==> src/rtl/dds_burst_ctrl.sv <==
// Burst controller for a DDS phase accumulator.
// Steps a waveform table address for a counted or open-ended number of periods.
module dds_burst_ctrl #(
    parameter int ACC_W = 16,
    parameter int CNT_W = 8
) (
    input  logic             clk,
    input  logic             rst,
    input  logic             start,
    input  logic [ACC_W-1:0] ftw,
    input  logic [CNT_W-1:0] burst_len,
    input  logic             stop,
    output logic             busy,
    output logic             done,
    output logic [2:0]       addr,
    output logic             addr_valid,
    output logic [CNT_W-1:0] cycles_done
);

    typedef enum logic [1:0] {IDLE, RUN, FIN} state_t;

    state_t           state, state_nx;
    logic [ACC_W-1:0] acc, ftw_q;
    logic [CNT_W-1:0] len_q, cnt;
    logic [ACC_W:0]   sum;
    logic [CNT_W:0]   cnt_inc;
    logic [CNT_W-1:0] cnt_sat;
    logic             wrap, hit, accept;

    assign sum     = {1'b0, acc} + {1'b0, ftw_q};
    assign wrap    = sum[ACC_W];
    assign cnt_inc = {1'b0, cnt} + 1'b1;
    assign cnt_sat = cnt_inc[CNT_W] ? cnt : cnt_inc[CNT_W-1:0];
    // Burst ends on the wrap that brings the count up to the requested length
    assign hit     = wrap && (len_q != '0) && (cnt_inc == {1'b0, len_q});
    assign accept  = start && (ftw != '0);

    always_comb begin
        state_nx = state;
        unique case (state)
            IDLE:    if (accept) state_nx = RUN;
            RUN:     if (stop || hit) state_nx = FIN;
            FIN:     state_nx = IDLE;
            default: state_nx = IDLE;
        endcase
    end

    always_ff @(posedge clk) begin
        if (rst) begin
            state <= IDLE;
            acc   <= '0;
            ftw_q <= '0;
            len_q <= '0;
            cnt   <= '0;
        end else begin
            state <= state_nx;
            unique case (state)
                IDLE: begin
                    if (accept) begin
                        ftw_q <= ftw;
                        len_q <= burst_len;
                        acc   <= '0;
                        cnt   <= '0;
                    end
                end
                RUN: begin
                    acc <= (state_nx == FIN) ? '0 : sum[ACC_W-1:0];
                    if (wrap) cnt <= cnt_sat;
                end
                default: ;
            endcase
        end
    end

    assign busy        = (state == RUN);
    assign addr_valid  = busy;
    assign done        = (state == FIN);
    assign addr        = busy ? acc[ACC_W-1 -: 3] : 3'b000;
    assign cycles_done = cnt;

endmodule

==> config.mk <==
export PLATFORM = sky130hd
export DESIGN_NAME = dds_burst_ctrl
export DESIGN_NICKNAME = d
export VERILOG_FILES = /design/src/rtl/dds_burst_ctrl.sv
export SDC_FILE = /design/constraint.sdc
export NUM_CORES = 1
export LEC_CHECK = 0
export BUFFER_PORTS_ARGS = -buffer_cell sky130_fd_sc_hd__clkbuf_2
export CELL_PAD_IN_SITES_DETAIL_PLACEMENT = 1
export CELL_PAD_IN_SITES_GLOBAL_PLACEMENT = 1
export CORE_ASPECT_RATIO = 0.75
export CORE_MARGIN = 4
export CORE_UTILIZATION = 39
export CTS_CLUSTER_DIAMETER = 100
export CTS_CLUSTER_SIZE = 30
export DETAILED_ROUTE_END_ITERATION = 8
export HOLD_SLACK_MARGIN = 0.05
export PLACE_DENSITY = 0.83
export SETUP_SLACK_MARGIN = 0.15
export SLEW_MARGIN = 5
export SYNTH_ARGS = -nofsm -noshare
export SYNTH_HDL_FRONTEND = slang
export SYNTH_SLANG_ARGS = --single-unit
==> constraint.sdc <==
create_clock -name clk -period 2.5 [get_ports clk]
set_clock_uncertainty 0.15 [all_clocks]
set_input_delay 0.25 -clock clk [delete_from_list [all_inputs] [get_ports clk]]
set_output_delay 0.25 -clock clk [all_outputs]
set_load 0.02 [all_outputs]
# Word level (Yosys, flattened, before mapping)
# Index checks and enable logic that the tools add are counted.
# word_totals
ff_bits	50
input_bits	28
output_inout_bits	14
# op_classes
add_sub_neg	2
eq_ne	7
mux	11
reduce_logical	11
# ops
operator	n
16-bit two-way mux	2
16-bit case mux with 2 select lines	1
8-bit two-way mux	3
16-bit by 16-bit adder with 17-bit output	1
8-bit case mux with 2 select lines	1
16-bit nonzero test	1
8-bit by 1-bit adder with 9-bit output (second input constant)	1
9-bit by 8-bit equality test with 1-bit output	1
8-bit nonzero test	1
2-bit equality test (second input constant)	2
2-bit two-way mux	2
2-bit != test (second input constant)	2
2-bit case mux with 2 select lines	1
2-bit AND reduction	2
4-bit AND reduction	1
1-bit logical AND	3
3-bit two-way mux	1
2-bit by 1-bit equality test with 1-bit output (second input constant)	1
2-bit zero test	1
2-bit by 1-bit != test with 1-bit output (second input constant)	1
2-bit nonzero test	1
1-bit logical OR	1

# Logic depth before layout (Yosys ltp)
# Gate-level depths: netlist of the first run.
# logic_depth
word_depth	9
ltp_mapped	12

# Least setup slack after synthesis of the first run
# OpenSTA, ideal clock, no wires.
# synth_timing
path_kind	flip-flop to flip-flop
startpoint	register acc[0]
endpoint	register acc[4]
arrival_time_ns	2.438
required_time_ns	2.279
slack_ns	-0.158
path_stages_with_launch	13
cell_sequence	dfxtp_1 > ha_1 > inv_1 > fa_1 > nor2b_1 > o31a_1 > o211a_1 > or3_4 > and3b_1 > nor3_4 > buf_6 > nand2_1 > a21oi_1
# synth_via
elab_chain_cells	9
# synth_rtl
item	line_no	source
from (decl)	23	logic [ACC_W-1:0] acc, ftw_q;
from (signal assigned)	67	acc <= (state_nx == FIN) ? '0 : sum[ACC_W-1:0];
16-bit by 16-bit adder with 17-bit output *	30	assign sum = {1'b0, acc} + {1'b0, ftw_q};
1-bit logical AND (2 in series)	35	assign hit = wrap && (len_q != '0) && (cnt_inc == {1'b0, len_q});
1-bit logical OR	42	RUN: if (stop || hit) state_nx = FIN;
2-bit two-way mux	42	
2-bit case mux with 2 select lines	40	unique case (state)
2-bit equality test	67	
16-bit two-way mux *	67	
16-bit case mux with 2 select lines *	57	unique case (state)
# Mark *: on every way between the ends. The rest lies on a longest branch, timed or not.
# A chain may end at the register's enable or synchronous reset.

# Final worst setup path of the first run
# layout_timing
startpoint	register acc[0]
endpoint	register acc[0]
# Same word-level chain as after synthesis.

==> reports/qor.yml, run 1 <==
run_status: "finished with violations"
violations: "negative setup slack"
maxSlewViolCount: 0
met2_wirelength_mm: 4.668
wl_per_cell_um: 18.71
worstSetupStartpointType: "flip-flop"
fp-row-count: 26
vias: 2842
finalNetCount: 470
boundaryPins: 42
final_critical_path_setup_slack_ns: -0.3762
cell_area_synth_um2: 2848
chipHeight_um: 82.01
ff2ff_setup_slack_ns: -0.38
timing.final.hold_violations: 0
clock_insertion_delay_worst_skew_ns: 0.32
synth_nets: 378
detail_route.drc_violations: 0
synth_sequential_area_ratio_pct: 35.15
detailedPlacementHpwl_mm: 6.619
max_cap_viol_count: 0
r2r_path_end: "acc[0]$_SDFFE_PP0P_"
min-delay-path-class: "in2reg"
vdd_ir_drop_max_mv: 0.2157
core_area_um2: 6962
grt_start_max_net_pins: 51
tritoncts.num_buffers: 5
first_global_vias: 3045
fp.dieW_um: 106.7
yosysWarnings: 0
static-leakage-power_uw: 0.001713
wirelength_met1_mm: 4.390
timing.hold.worst_path_depth: 3
initialDrtViolationCount: 141
start_point_of_the_worst_min_delay_path: "burst_len[7]"
clock.fmax_mhz: 347.7
setup_tns_ns: -8.378
timing.rr.start: "acc[0]$_SDFFE_PP0P_"
portBuffers: 41
final_layout_size_suffix_gt1_share_pct: 29.72
clockRootBuffer: "sky130_fd_sc_hd__clkbuf_8"
clock_sink_count: 50
critical_path_endpoint_category: "flip-flop"
design.die.area_um2: 8747
drt-total-wl_mm: 9.766
criticalPathCategory: "reg2reg"
grt_remaining_overflow: 0
area_overhead_of_the_layout_relative_to_synthesis_pct: 33.08
routed_wl_met3_um: 451
critical_path.max_fanout: 8
start_util_pct: 40.91
min_period_over_period_pct: 115.0
uppermost_metal_layer_occupied_by_signal_nets: "met4"
yosys_most_used_dff: "sky130_fd_sc_hd__dfxtp_1"
timing.critical_path.arrival_ns: 2.96
slew-limit-headroom_pct: 24.91
detail-route-antenna-nets: 0
drtPass1Iterations: 4
required_ns: 2.59
min_period_ns: 2.876
synthesis.instances: 332
async_flop_share_pct: 0
power_density_nw_per_um2: 474.6
hold_end: "len_q[7]$_SDFFE_PP0P_"
cts_buffer_depth: 2
rsz0062_at_grt: "true"
wire_length_of_the_first_global_routing_pass_mm: 15.43
n_antenna_cell: 0
clkSlewWorstSetupHoldPaths_ns: 0.10
synth_enable_flop_cells: 0
final_setup_violations: 26
worstMarginPinSlew_ns: 1.126
place_inst: 502
ff2ff_path_depth: 13
cts_tree: "built"
avgSynthCellArea_um2: 8.578
final-instance-count-excl-fill: 522
postLayoutCoreUtil_pct: 54.44
route.detailed.vias_per_inst: 5.444
synth-seq-cells: 50
grt_antenna_before_repair: 0
netlist-cell-type-count: 53
grt_use_total_pct: 22.53
globalplace.congestion: 0.8680
cts_max_level: 2
==> layout make-up <==
cell class	instances	area, um2
fillers	841	3172
multi-input cells	256	1808
flip-flops and latches	50	1003
repair buffers	99	694.4
well taps	98	122.6
clock buffers	6	82.58
inverters	12	48.80
clock inverters	1	30.03
==> per-layer routing <==
layer  GRT usage (%)  up-vias
met2           38.88       68
met5               0        -
met3           4.163       20
met4           8.301        0
met1           28.35     1388
li1                -     1366
==> what timing repair did <==
item,in CTS,in global routing
hold buffers,4,0
pin swaps,6,2
gates cloned,2,0
resized for setup,15,6
hold endpoints to repair,4,0
endpoints found under the setup margin,42,29
buffers inserted,4,3
==> registers in the layout (all words and copies together) (netlist names) <==
signal and flops:
len_q 8, ftw_q 16, cycles_done 8, acc 16
state 2
==> synthesized netlist by cell type (all sizes together), types with 2 or more instances <==
library cell	number	area share [%]
nor2	53	7.0
dfxtp	50	35
mux2i	24	8.4
a21oi	21	3.7
ha	17	7.5
o21ai	16	2.8
xnor2	14	4.3
nand2	13	1.7
a22oi	12	3.2
clkbuf	11	1.4
inv	11	1.4
and2	8	1.8
nand3	7	1.2
xor2	7	2.2
nor3	6	1.4
nor4	6	1.3
nand4	5	1.1
a31oi	4	1.1
o21a	4	1.1
or3	4	1.1
buf	3	0.79
nand2b	3	0.66
a211o	2	0.62
and3	2	0.44
nor2b	2	0.44
o211a	2	0.70
o22ai	2	0.44
o31a	2	0.62
or2	2	0.44
or3b	2	0.62
==> worst max-delay path, stage by stage (launching register included) <==
cell                      delay, ns
sky130_fd_sc_hd__dfxtp_2       0.35
sky130_fd_sc_hd__ha_4          0.16
sky130_fd_sc_hd__inv_2         0.05
sky130_fd_sc_hd__fa_2          0.21
sky130_fd_sc_hd__nor2b_2       0.05
sky130_fd_sc_hd__o31a_1        0.26
sky130_fd_sc_hd__o211a_1       0.26
sky130_fd_sc_hd__or3_4         0.39
sky130_fd_sc_hd__and3b_2       0.24
sky130_fd_sc_hd__nor3_4        0.23
sky130_fd_sc_hd__buf_6         0.16
sky130_fd_sc_hd__buf_16        0.12
sky130_fd_sc_hd__a22oi_2       0.05
sky130_fd_sc_hd__nor2_1        0.11
==> worst max-delay path by stage <==
| stage | start | to | cells past startpoint | slack (ns) |
|---|---|---|---|---|
| floorplan | acc[2]$_SDFFE_PP0P_ | acc[4]$_SDFFE_PP0P_ | 10 | -0.15 |
| global placement | acc[0]$_SDFFE_PP0P_ | acc[12]$_SDFFE_PP0P_ | 12 | -0.16 |
| detailed placement | acc[0]$_SDFFE_PP0P_ | acc[12]$_SDFFE_PP0P_ | 12 | -0.25 |
| CTS | ftw_q[0]$_SDFFE_PP0P_ | acc[10]$_SDFFE_PP0P_ | 13 | -0.32 |
| global route | acc[0]$_SDFFE_PP0P_ | acc[0]$_SDFFE_PP0P_ | 13 | -0.49 |
| finish | acc[0]$_SDFFE_PP0P_ | acc[0]$_SDFFE_PP0P_ | 13 | -0.38 |
==> cells by family (layout without fill, tap and decap cells) <==
kind of cell / Yosys count / after routing / synth area share [%]
multiplexers: 25 / 25 / 8.831
AO/OA/AOI/OAI: 73 / 73 / 16.61
XOR/XNOR: 21 / 21 / 6.459
buffers and inverters: 26 / 118 / 3.822
adder cells (fa/ha/maj): 18 / 18 / 8.172
AND/OR/NAND/NOR: 119 / 119 / 20.96
flip-flops: 50 / 50 / 35.15
==> placed cells by master, fill, tap and decap left out, types with 3 or more instances in the layout <==
cell and count:
sky130_fd_sc_hd__a21oi_1 20, sky130_fd_sc_hd__a22oi_1 10, sky130_fd_sc_hd__a31oi_1 3, sky130_fd_sc_hd__and2_1 8, sky130_fd_sc_hd__buf_4 49, sky130_fd_sc_hd__buf_6 3, sky130_fd_sc_hd__clkbuf_2 41, sky130_fd_sc_hd__clkbuf_8 6
sky130_fd_sc_hd__dfxtp_1 48, sky130_fd_sc_hd__dlygate4sd3_1 4, sky130_fd_sc_hd__ha_1 16, sky130_fd_sc_hd__inv_1 10, sky130_fd_sc_hd__mux2i_1 24, sky130_fd_sc_hd__nand2_1 12, sky130_fd_sc_hd__nand2b_1 3, sky130_fd_sc_hd__nand3_1 7
sky130_fd_sc_hd__nand4_1 5, sky130_fd_sc_hd__nor2_1 53, sky130_fd_sc_hd__nor3_1 5, sky130_fd_sc_hd__nor4_1 6, sky130_fd_sc_hd__o21a_1 4, sky130_fd_sc_hd__o21ai_0 12, sky130_fd_sc_hd__o21ai_1 3, sky130_fd_sc_hd__or3_1 3
sky130_fd_sc_hd__xnor2_1 14, sky130_fd_sc_hd__xor2_1 7
==> metrics by stage <==
stage	power (uW)	instance area, um2	hold WS [ns]	worst slack, ns
after CTS	1786	3746	0.05020	-0.3194
after floorplan	1042	2854	0.2474	-0.1490
after global placement	1147	3483	0.2927	-0.1580
after detailed placement	1162	3483	0.3108	-0.2529
after global routing	1865	3790	0.05640	-0.4869
final	1799	3790	0.03178	-0.3762
==> report_power, final <==
part / total [uW] / internal [uW] / switching, uW / leakage (uW)
Combinational: 333 / 159 / 175 / 0.00125
Sequential: 856 / 828 / 27.5 / 0.000408
Clock: 610 / 321 / 289 / 0.0000573
No activity file was read; power rests on OpenSTA's default activity.
==> inputs of run 2 (changes only) <==
--- a/config.mk
+++ b/config.mk
@@ -16,7 +16,7 @@
 export DETAILED_ROUTE_END_ITERATION = 8
 export HOLD_SLACK_MARGIN = 0.05
 export PLACE_DENSITY = 0.83
-export SETUP_SLACK_MARGIN = 0.15
+export SETUP_SLACK_MARGIN = 0.4
 export SLEW_MARGIN = 5
 export SYNTH_ARGS = -nofsm -noshare
 export SYNTH_HDL_FRONTEND = slang
==> run 2 against run 1 <==
Net effect: the flow still finishes with violations (negative setup slack); count of clock-buffer cells in the layout did not move; combinational power rose by 16%; die area is the same; sequential power up 0.6%; core utilization up 3.5 points; highest routed layer unchanged; total power increased by 3.0%; sequential cell count did not move; via count increased by 15%; worst setup slack got worse by 0.14 ns; critical endpoint is now acc[7]$_SDFFE_PP0P_; first-iteration DRC count up 77%; wire length increased by 32%.
==> reports/qor.yml, run 2 (same netlist as run 1, synthesis figures left out) <==
timing.critical_path.arrival_ns: 3.10
worstSetupStartpointType: "flip-flop"
power_density_nw_per_um2: 459.2
maxSlewViolCount: 0
grt_antenna_before_repair: 0
fp.dieW_um: 106.7
cts_tree: "built"
timing.hold.worst_path_depth: 3
ff2ff_path_depth: 14
clock_insertion_delay_worst_skew_ns: 0.33
finalNetCount: 488
core_area_um2: 6962
design.die.area_um2: 8747
detail-route-antenna-nets: 0
r2r_path_end: "acc[7]$_SDFFE_PP0P_"
min_period_over_period_pct: 120.6
drt-total-wl_mm: 12.89
vias: 3266
wl_per_cell_um: 23.82
static-leakage-power_uw: 0.001813
violations: "negative setup slack"
worstMarginPinSlew_ns: 1.195
critical_path.max_fanout: 5
required_ns: 2.58
boundaryPins: 42
commonest_non_fill_non_tap_cell_in_the_layout: "sky130_fd_sc_hd__buf_4"
detailedPlacementHpwl_mm: 6.540
chipHeight_um: 82.01
final_critical_path_setup_slack_ns: -0.5162
final_setup_violations: 26
drtPass1Iterations: 5
rsz0062_at_grt: "true"
hold_slack_ns: 0.02019
timing.final.hold_violations: 0
max_cap_viol_count: 0
area_overhead_of_the_layout_relative_to_synthesis_pct: 41.65
first_global_vias: 3381
start_util_pct: 40.91
portBuffers: 41
slew-limit-headroom_pct: 20.31
clock.fmax_mhz: 331.5
final_layout_size_suffix_gt1_share_pct: 34.09
timing.rr.start: "acc[0]$_SDFFE_PP0P_"
grt_remaining_overflow: 0
min_period_ns: 3.016
clock_sink_count: 50
min-delay-path-class: "in2reg"
cts_max_level: 2
total_power_uw: 1852
layout_top_registers: "acc (16), ftw_q (16)"
criticalPathCategory: "reg2reg"
route.detailed.vias_per_inst: 6.037
grt_use_total_pct: 26.24
critical_path_endpoint_category: "flip-flop"
n_antenna_cell: 0
vdd_ir_drop_max_mv: 0.2724
tritoncts.num_buffers: 5
dp_worst_setup_slack_ns: -0.2566
cts_buffer_depth: 2
fp-row-count: 26
initialDrtViolationCount: 249
detail_route.drc_violations: 0
globalplace.congestion: 0.8866
run_status: "finished with violations"
wire_length_of_the_first_global_routing_pass_mm: 17.83
ff2ff_setup_slack_ns: -0.52
clockRootBuffer: "sky130_fd_sc_hd__clkbuf_8"
hold_end: "len_q[5]$_SDFFE_PP0P_"
start_point_of_the_worst_min_delay_path: "burst_len[5]"
most-common-layout-cells: "sky130_fd_sc_hd__buf_4, sky130_fd_sc_hd__nor2_1, sky130_fd_sc_hd__dfxtp_1, sky130_fd_sc_hd__clkbuf_2, sky130_fd_sc_hd__mux2i_1"
clkSlewWorstSetupHoldPaths_ns: 0.12
postLayoutCoreUtil_pct: 57.94
grt_start_max_net_pins: 51
[run 2: cell count changes in the layout (fill, tap and decap cells not counted), moves of 2 or more]
cell,before,now
sky130_fd_sc_hd__dlygate4sd3_1,4,8
sky130_fd_sc_hd__o21ai_0,12,10
sky130_fd_sc_hd__a22oi_1,10,8
sky130_fd_sc_hd__buf_4,49,59
sky130_fd_sc_hd__ha_1,16,14
sky130_fd_sc_hd__ha_4,1,3
sky130_fd_sc_hd__a22oi_2,2,4
sky130_fd_sc_hd__buf_6,3,6
[run 2: critical path, cell delays in order (launching register included)]
cell	delay (ns)
sky130_fd_sc_hd__dfxtp_4	0.37
sky130_fd_sc_hd__ha_4	0.16
sky130_fd_sc_hd__inv_2	0.05
sky130_fd_sc_hd__fa_2	0.22
sky130_fd_sc_hd__nor2b_2	0.06
sky130_fd_sc_hd__o31a_1	0.26
sky130_fd_sc_hd__o211a_1	0.25
sky130_fd_sc_hd__or3_4	0.40
sky130_fd_sc_hd__and3b_2	0.24
sky130_fd_sc_hd__nor3_4	0.15
sky130_fd_sc_hd__buf_6	0.18
sky130_fd_sc_hd__buf_12	0.13
sky130_fd_sc_hd__buf_4	0.12
sky130_fd_sc_hd__a22oi_2	0.05
sky130_fd_sc_hd__nor2_1	0.12
[run 2: repair_timing]
| action | in CTS | in global routing |
|---|---|---|
| cloned | 2 | 0 |
| hold endpoints to repair | 8 | 0 |
| gates resized for setup | 20 | 18 |
| setup endpoints to repair | 44 | 29 |
| setup buffers | 14 | 5 |
| pin swaps | 11 | 5 |
| hold buffers | 8 | 0 |
[run 2: power by group]
group | switching (uW) | internal (uW)
Clock | 305 | 300
Combinational | 208 | 179
Sequential | 33.1 | 828
[run 2: through the flow]
step                std cells  setup TNS (ns)  instance area (um2)
floorplan                 332          -1.653                 2854
global placement          504          -2.461                 3498
detailed placement        504          -4.874                 3498
CTS                       536          -6.252                 3896
global route              541          -13.03                 4034
finish                    541          -11.78                 4034
[run 2: area by class of cell]
cell class              count  area (um2)
multi-input cells         256        1886
flip-flops and latches     50        1006
fillers                   839        2928
inverters                  12       46.29
clock buffers               6       72.57
well taps                  98       122.6
repair buffers            117       863.3
clock inverters             2       37.54
[run 2: routing by layer]
layer	GRT usage, %	vias up	share of wire (%)
met3	4.792	66	7.4
li1	-	1406	-
met5	0	-	0
met2	46.23	197	47
met1	31.86	1597	41
met4	10.98	0	5.1
[run 2: worst max-delay path by stage]
stage	from	to	slack, ns	cells after the start
6_report	acc[0]$_SDFFE_PP0P_	acc[7]$_SDFFE_PP0P_	-0.52	14
3_5_place_dp	acc[0]$_SDFFE_PP0P_	acc[14]$_SDFFE_PP0P_	-0.26	12
2_1_floorplan	acc[2]$_SDFFE_PP0P_	acc[4]$_SDFFE_PP0P_	-0.15	10
3_3_place_gp	acc[0]$_SDFFE_PP0P_	acc[12]$_SDFFE_PP0P_	-0.16	12
5_1_grt	cycles_done[4]$_SDFFE_PP0P_	acc[6]$_SDFFE_PP0P_	-0.59	11
4_1_cts	acc[0]$_SDFFE_PP0P_	acc[1]$_SDFFE_PP0P_	-0.28	14
